==> src/rtl/fetch_unit.sv <==
// -----------------------------------------------------------------------------
// fetch_unit
// Instruction-fetch stage feeding the opcode decoder.
//   - Holds the fetch PC and issues one request at a time to instruction memory
//     (req/addr held stable until the ack cycle, inclusive).
//   - Returned words land in the output register (OUT) or, when OUT is
//     occupied and not draining, in a one-entry skid register (SKID).
//   - A taken-branch redirect flushes OUT/SKID and restarts fetch at the
//     word-aligned target; a request still in flight is drained and dropped.
//
// Ports:
//   clk_i, rst_i                  clock (rising edge), async active-low reset
//   imem_req_o / imem_addr_o      memory request and word-aligned address
//   imem_ack_i / imem_data_i      memory acknowledge and returned word
//   redirect_i / redirect_pc_i    branch taken and its target
//   stall_i                       decoder not accepting this cycle
//   valid_o, instr_o, instr_op_o  instruction to decoder (+ opcode field)
//   pc_o, pc_plus4_o              address of instr_o and that address + PC_STEP
//
// Optional build macro FETCH_PERF_EN adds fetch_cnt_o (transfers) and
// stall_cnt_o (cycles with valid_o=1 and stall_i=1), both wrapping 32-bit.
// -----------------------------------------------------------------------------
module fetch_unit #(
    parameter int                ADDR_W   = 32,
    parameter logic [ADDR_W-1:0] PC_RESET = {ADDR_W{1'b0}},
    parameter int                PC_STEP  = 4
) (
    input  logic              clk_i,
    input  logic              rst_i,
    output logic              imem_req_o,
    output logic [ADDR_W-1:0] imem_addr_o,
    input  logic              imem_ack_i,
    input  logic [31:0]       imem_data_i,
    input  logic              redirect_i,
    input  logic [ADDR_W-1:0] redirect_pc_i,
    input  logic              stall_i,
    output logic              valid_o,
    output logic [31:0]       instr_o,
    output logic [5:0]        instr_op_o,
    output logic [ADDR_W-1:0] pc_o,
    output logic [ADDR_W-1:0] pc_plus4_o
`ifdef FETCH_PERF_EN
    ,
    output logic [31:0]       fetch_cnt_o,
    output logic [31:0]       stall_cnt_o
`endif
);

    // REQ: no request on the bus (waiting for SKID space)
    // WAIT: request outstanding, its word is wanted
    // DROP: request outstanding, its word is wrong-path and will be discarded
    localparam logic [1:0] ST_REQ  = 2'd0;
    localparam logic [1:0] ST_WAIT = 2'd1;
    localparam logic [1:0] ST_DROP = 2'd2;

    localparam logic [ADDR_W-1:0] STEP = ADDR_W'(PC_STEP);

    logic [1:0]        r_state,      w_state_n;
    logic              r_req,        w_req_n;
    logic [ADDR_W-1:0] r_addr,       w_addr_n;
    logic [ADDR_W-1:0] r_pc,         w_pc_n;       // address of next word to request
    logic              r_valid,      w_valid_n;
    logic [31:0]       r_instr,      w_instr_n;
    logic [ADDR_W-1:0] r_out_pc,     w_out_pc_n;
    logic [ADDR_W-1:0] r_out_pc4,    w_out_pc4_n;
    logic              r_skid_vld,   w_skid_vld_n;
    logic [31:0]       r_skid_instr, w_skid_instr_n;
    logic [ADDR_W-1:0] r_skid_pc,    w_skid_pc_n;

    logic              w_xfer;
    logic              w_ack;
    logic              w_out_free;
    logic              w_skid_free;
    logic [ADDR_W-1:0] w_target;

    assign w_xfer      = r_valid & ~stall_i;
    assign w_ack       = r_req & imem_ack_i;
    // OUT can take a new word this edge if empty, or draining with nothing behind it
    assign w_out_free  = ~r_valid | (w_xfer & ~r_skid_vld);
    // SKID is empty after this edge if empty now or moving into OUT
    assign w_skid_free = ~r_skid_vld | w_xfer;
    assign w_target    = {redirect_pc_i[ADDR_W-1:2], 2'b00};

    // Next-state computation for fetch FSM, OUT and SKID
    always_comb begin
        w_state_n      = r_state;
        w_req_n        = r_req;
        w_addr_n       = r_addr;
        w_pc_n         = r_pc;
        w_valid_n      = r_valid;
        w_instr_n      = r_instr;
        w_out_pc_n     = r_out_pc;
        w_out_pc4_n    = r_out_pc4;
        w_skid_vld_n   = r_skid_vld;
        w_skid_instr_n = r_skid_instr;
        w_skid_pc_n    = r_skid_pc;

        // Drain: a transfer either refills OUT from SKID or empties OUT
        if (w_xfer && r_skid_vld) begin
            w_valid_n    = 1'b1;
            w_instr_n    = r_skid_instr;
            w_out_pc_n   = r_skid_pc;
            w_out_pc4_n  = r_skid_pc + STEP;
            w_skid_vld_n = 1'b0;
        end else if (w_xfer) begin
            w_valid_n = 1'b0;
        end else begin
            w_valid_n = r_valid;
        end

        if (redirect_i) begin
            w_pc_n       = w_target;
            w_valid_n    = 1'b0;
            w_skid_vld_n = 1'b0;
            if (r_req && !w_ack) begin
                // Keep req/addr held; the late word is thrown away in DROP
                w_state_n = ST_DROP;
            end else begin
                // Bus is free this edge: go straight to the target
                w_req_n   = 1'b1;
                w_addr_n  = w_target;
                w_state_n = ST_WAIT;
            end
        end else begin
            case (r_state)
                ST_REQ: begin
                    if (w_skid_free) begin
                        w_req_n   = 1'b1;
                        w_addr_n  = r_pc;
                        w_state_n = ST_WAIT;
                    end else begin
                        w_req_n = 1'b0;
                    end
                end
                ST_WAIT: begin
                    if (w_ack) begin
                        w_pc_n = r_pc + STEP;
                        if (w_out_free) begin
                            w_valid_n   = 1'b1;
                            w_instr_n   = imem_data_i;
                            w_out_pc_n  = r_pc;
                            w_out_pc4_n = r_pc + STEP;
                            // SKID stays empty, so the next fetch can go out at once
                            w_req_n     = 1'b1;
                            w_addr_n    = r_pc + STEP;
                        end else begin
                            w_skid_vld_n   = 1'b1;
                            w_skid_instr_n = imem_data_i;
                            w_skid_pc_n    = r_pc;
                            w_req_n        = 1'b0;
                            w_state_n      = ST_REQ;
                        end
                    end else begin
                        w_req_n = r_req;
                    end
                end
                ST_DROP: begin
                    if (w_ack) begin
                        // Buffers were flushed by the redirect, so issue at the target now
                        w_req_n   = 1'b1;
                        w_addr_n  = r_pc;
                        w_state_n = ST_WAIT;
                    end else begin
                        w_req_n = r_req;
                    end
                end
                default: begin
                    w_req_n   = 1'b0;
                    w_state_n = ST_REQ;
                end
            endcase
        end
    end

    // State and datapath registers
    always_ff @(posedge clk_i or negedge rst_i) begin
        if (!rst_i) begin
            r_state      <= ST_REQ;
            r_req        <= 1'b0;
            r_addr       <= {ADDR_W{1'b0}};
            r_pc         <= PC_RESET;
            r_valid      <= 1'b0;
            r_instr      <= 32'd0;
            r_out_pc     <= {ADDR_W{1'b0}};
            r_out_pc4    <= {ADDR_W{1'b0}};
            r_skid_vld   <= 1'b0;
            r_skid_instr <= 32'd0;
            r_skid_pc    <= {ADDR_W{1'b0}};
        end else begin
            r_state      <= w_state_n;
            r_req        <= w_req_n;
            r_addr       <= w_addr_n;
            r_pc         <= w_pc_n;
            r_valid      <= w_valid_n;
            r_instr      <= w_instr_n;
            r_out_pc     <= w_out_pc_n;
            r_out_pc4    <= w_out_pc4_n;
            r_skid_vld   <= w_skid_vld_n;
            r_skid_instr <= w_skid_instr_n;
            r_skid_pc    <= w_skid_pc_n;
        end
    end

    assign imem_req_o  = r_req;
    assign imem_addr_o = r_addr;
    assign valid_o     = r_valid;
    assign instr_o     = r_instr;
    assign instr_op_o  = r_instr[31:26];
    assign pc_o        = r_out_pc;
    assign pc_plus4_o  = r_out_pc4;

`ifdef FETCH_PERF_EN
    logic [31:0] r_fetch_cnt;
    logic [31:0] r_stall_cnt;

    // Transfer and stall-cycle counters, wrapping at 2^32
    always_ff @(posedge clk_i or negedge rst_i) begin
        if (!rst_i) begin
            r_fetch_cnt <= 32'd0;
            r_stall_cnt <= 32'd0;
        end else begin
            if (w_xfer) begin
                r_fetch_cnt <= r_fetch_cnt + 32'd1;
            end
            if (r_valid && stall_i) begin
                r_stall_cnt <= r_stall_cnt + 32'd1;
            end
        end
    end

    assign fetch_cnt_o = r_fetch_cnt;
    assign stall_cnt_o = r_stall_cnt;
`endif

endmodule

==> config.mk <==
export PLATFORM = sky130hd
export DESIGN_NAME = fetch_unit
export DESIGN_NICKNAME = d
export VERILOG_FILES = /design/src/rtl/fetch_unit.sv
export SDC_FILE = /design/constraint.sdc
export NUM_CORES = 1
export LEC_CHECK = 0
export CORE_MARGIN = 2
export CORE_UTILIZATION = 58
export DETAILED_ROUTE_END_ITERATION = 6
export MAX_ROUTING_LAYER = met4
export PLACE_DENSITY_LB_ADDON = 0.1
export SLEW_MARGIN = 15
export SYNTH_ARGS = -nofsm -noshare
export SYNTH_HDL_FRONTEND = slang
export SYNTH_SLANG_ARGS = --single-unit
==> constraint.sdc <==
create_clock -name clk_i -period 4 [get_ports clk_i]
set_input_delay 0.8 -clock clk_i [delete_from_list [all_inputs] [get_ports clk_i]]
set_output_delay 0.8 -clock clk_i [all_outputs]
set_load 0.005 [all_outputs]
==> results_dict.tcl <==
set metrics [dict create \
    status "finished, final reports clean" \
    htree_levels 1 \
    yosys.area_share.simple_pct 19.1 \
    vias 9838 \
    cp.arrival_ns 3.23 \
    drt_pass1_iterations 6 \
    numCtsBuffers 25 \
    setup_viol 0 \
    p_leak_nw 6.18 \
    synth_edf_count 0 \
    final_common_cell "dfrtp_1" \
    tns_ns 0 \
    synth_cell_types 59 \
    std_cell_rows 51 \
    gr-usage-all-layers_pct 29.8 \
    ant_nets 0 \
    synth_area_per_cell_um2 9.48 \
    gp_congestion 0.895 \
    start_util_pct 59.6 \
    drt_iter0_drc 866 \
    power_w 0.00947 \
    slew_headroom_pct 32.1 \
    critPathBufInv 0 \
    fin_crit_ns 2.84 \
    drc 0 \
    fmax_mhz 352 \
    rr_startpoint "r_pc[6]" \
    hp-class "in -> async" \
    nFillCells 1472 \
    cpMaxStageDelayCell "nor4_2" \
    rsz0062_at_grt "false" \
    mostFrequentLayoutCells "dfrtp_1 (224), clkdlybuf4s50_1 (201), nand2_1 (174)" \
    max_cap_viol_count 0 \
    ctsHoldBuffers 0 \
    synth_seq_cells 224 \
    report.final.slew_viol_count 0 \
    portBuffers 202 \
    drt-vias-per-instance 5.98 \
    die_x_um 146 \
    grt_max_degree 114 \
    dp_hpwl_um 20700 \
    async_flop_share_pct 100 \
    fp.dieArea_um2 21300 \
    cts_tree "done" \
    cp.required_ns 4.40 \
    ys.warnings.count 0 \
    worst_pin_slew_ns 1.01 \
    synth_top_family_by_area "simple AND/OR/NAND/NOR gates" \
    synth.cell_area_um2 11700 \
    cts_buffer_depth 3 \
    cp_cell_sequence "nand3_2, nor4_2, nand3_1, xnor2_1, a221o_1" \
    nets 1442 \
    synthMuxAreaShare_pct 8.44 \
    postCtsSetupBuffers 0 \
    path_max_fanout 13 \
    ios 205 \
    multi_input_area_um2 5520 \
    cts_num_sinks 224 \
    crit_type "reg -> reg" \
    power_density_nw_per_um2 648 \
    synth_nets 1307 \
    synth-compound-area-share_pct 11.5 \
    synth_flop_cell "dfrtp_1" \
    min_period_over_period_pct 71.0 \
    synth-seq-area-share_pct 48.0 \
    synth_adder_area_share_pct 0.643 \
    grt_pass1_wl_um 50500 \
    fin_skew_ns 0.00895 \
    coreArea_um2 19600 \
    finalHoldViolCount 0 \
    place_inst 1605 \
    clock_latency_ns 0.51 \
    cts-root-buf "clkbuf_16" \
    routed_wl_um 30700 \
    cts.repair.resized 0 \
    synth_cells 1232 \
    drive_gt1_share_pct 11.3 \
    die_y_um 146 \
    synthToLayoutAreaGrowth_pct 25.1 \
    crit_start "r_pc[6]" \
    grt_pass1_vias 9538 \
    cp-end-kind "flop" \
    clk_pin_slew_ns 0.06 \
    startpoint_type "flop" \
    gr-total-overflow 0 \
    antennaDiodeCount 0 \
    wl_per_cell_um 18.7 \
    synthXorXnorAreaFrac_pct 7.28 \
    cp_top_family "simple AND/OR/NAND/NOR gates" \
    seq_area_um2 5610 \
    grt_antenna_before_repair 0 \
    utilization_pct 74.6 \
    instances_no_fill 1646 \
    ir_worst_vdd_mv 0.389 \
    slowest_delay_ns 0.97 \
]
## registers in the layout (all words and copies together) (netlist names)
signal and cells:
r_state 2, pc_o 32, pc_plus4_o 32, r_pc 30, imem_addr_o 31, r_skid_instr 32
imem_req_o 1, instr_o 32, r_skid_vld 1, valid_o 1, r_skid_pc 30
## cell type report
cell class | count | area share, %
clock inverter | 8 | 0.805
tap | 265 | 2.27
sequential | 224 | 38.4
clock buffer | 33 | 4.69
timing repair buffer | 226 | 15.6
inverter | 19 | 0.488
multi-input combinational | 871 | 37.8
## per-layer routing
layer	wire length, µm	GRT usage, %	vias to the layer above
li1	-	-	4577
met1	12700	39.6	4810
met2	15100	47.7	374
met3	1830	3.98	77
met4	1100	9.80	0
met5	0	-	-
## stage by stage
step	hold slack, ns	area (µm²)	worst slack, ns
6_report	0.330	14600	1.16
5_1_grt	0.424	14600	1.02
4_1_cts	0.385	14600	1.22
3_5_place_dp	0.468	13800	0.834
3_3_place_gp	0.468	13800	0.939
2_1_floorplan	0.473	11700	1.76
## synthesized netlist by cell type (6+ instances only)
cell type | n | area [µm²]
nand3_1 | 58 | 290
o22ai_1 | 8 | 50.1
nand2_1 | 174 | 653
inv_1 | 19 | 71.3
o31ai_1 | 10 | 75.1
a21oi_1 | 39 | 195
ha_1 | 6 | 75.1
nor3_1 | 28 | 140
a31oi_1 | 68 | 425
o21ai_0 | 32 | 160
nand4_1 | 29 | 181
buf_4 | 13 | 97.6
a21boi_0 | 8 | 60.1
xnor2_1 | 40 | 350
buf_1 | 7 | 26.3
clkbuf_1 | 77 | 289
o211ai_1 | 6 | 45.0
nand2b_1 | 10 | 62.6
xor2_1 | 57 | 499
and3_1 | 15 | 93.8
dfrtp_1 | 224 | 5610
buf_2 | 18 | 90.1
mux2i_1 | 13 | 130
and2_1 | 7 | 43.8
a221oi_1 | 9 | 78.8
nor4_1 | 13 | 81.3
nor2_1 | 106 | 398
mux2_2 | 76 | 856
## where the power goes
part | internal [W] | switching, W | total [W]
clock network | 0.00139 | 0.000893 | 0.00228
logic | 0.00195 | 0.00140 | 0.00335
registers | 0.00311 | 0.000737 | 0.00385
## logic make-up (layout without fill, tap and decap cells)
group | after synthesis | in the layout
buf+inv | 137 | 286
flops | 224 | 224
simple gates | 468 | 468
fa+ha+maj | 6 | 6
compound gates | 211 | 211
xor+xnor | 97 | 97
mux | 89 | 89
## path summary, 6_finish.rpt
| path | to | slack (ns) | cells past startpoint |
|---|---|---|---|
| worst max-delay path | pc_plus4_o[29] | 1.16 | 5 |
| worst min-delay path | imem_addr_o[28] | 0.33 | 1 |
| worst max register to register | pc_plus4_o[29] | 1.16 | 5 |
| worst min register to register | imem_addr_o[7] | 0.48 | 2 |
| max in group asynchronous | r_skid_instr[25] | 2.80 | 2 |
| min in group clk_i | imem_addr_o[7] | 0.48 | 2 |
No activity file was read; power rests on OpenSTA's default activity.
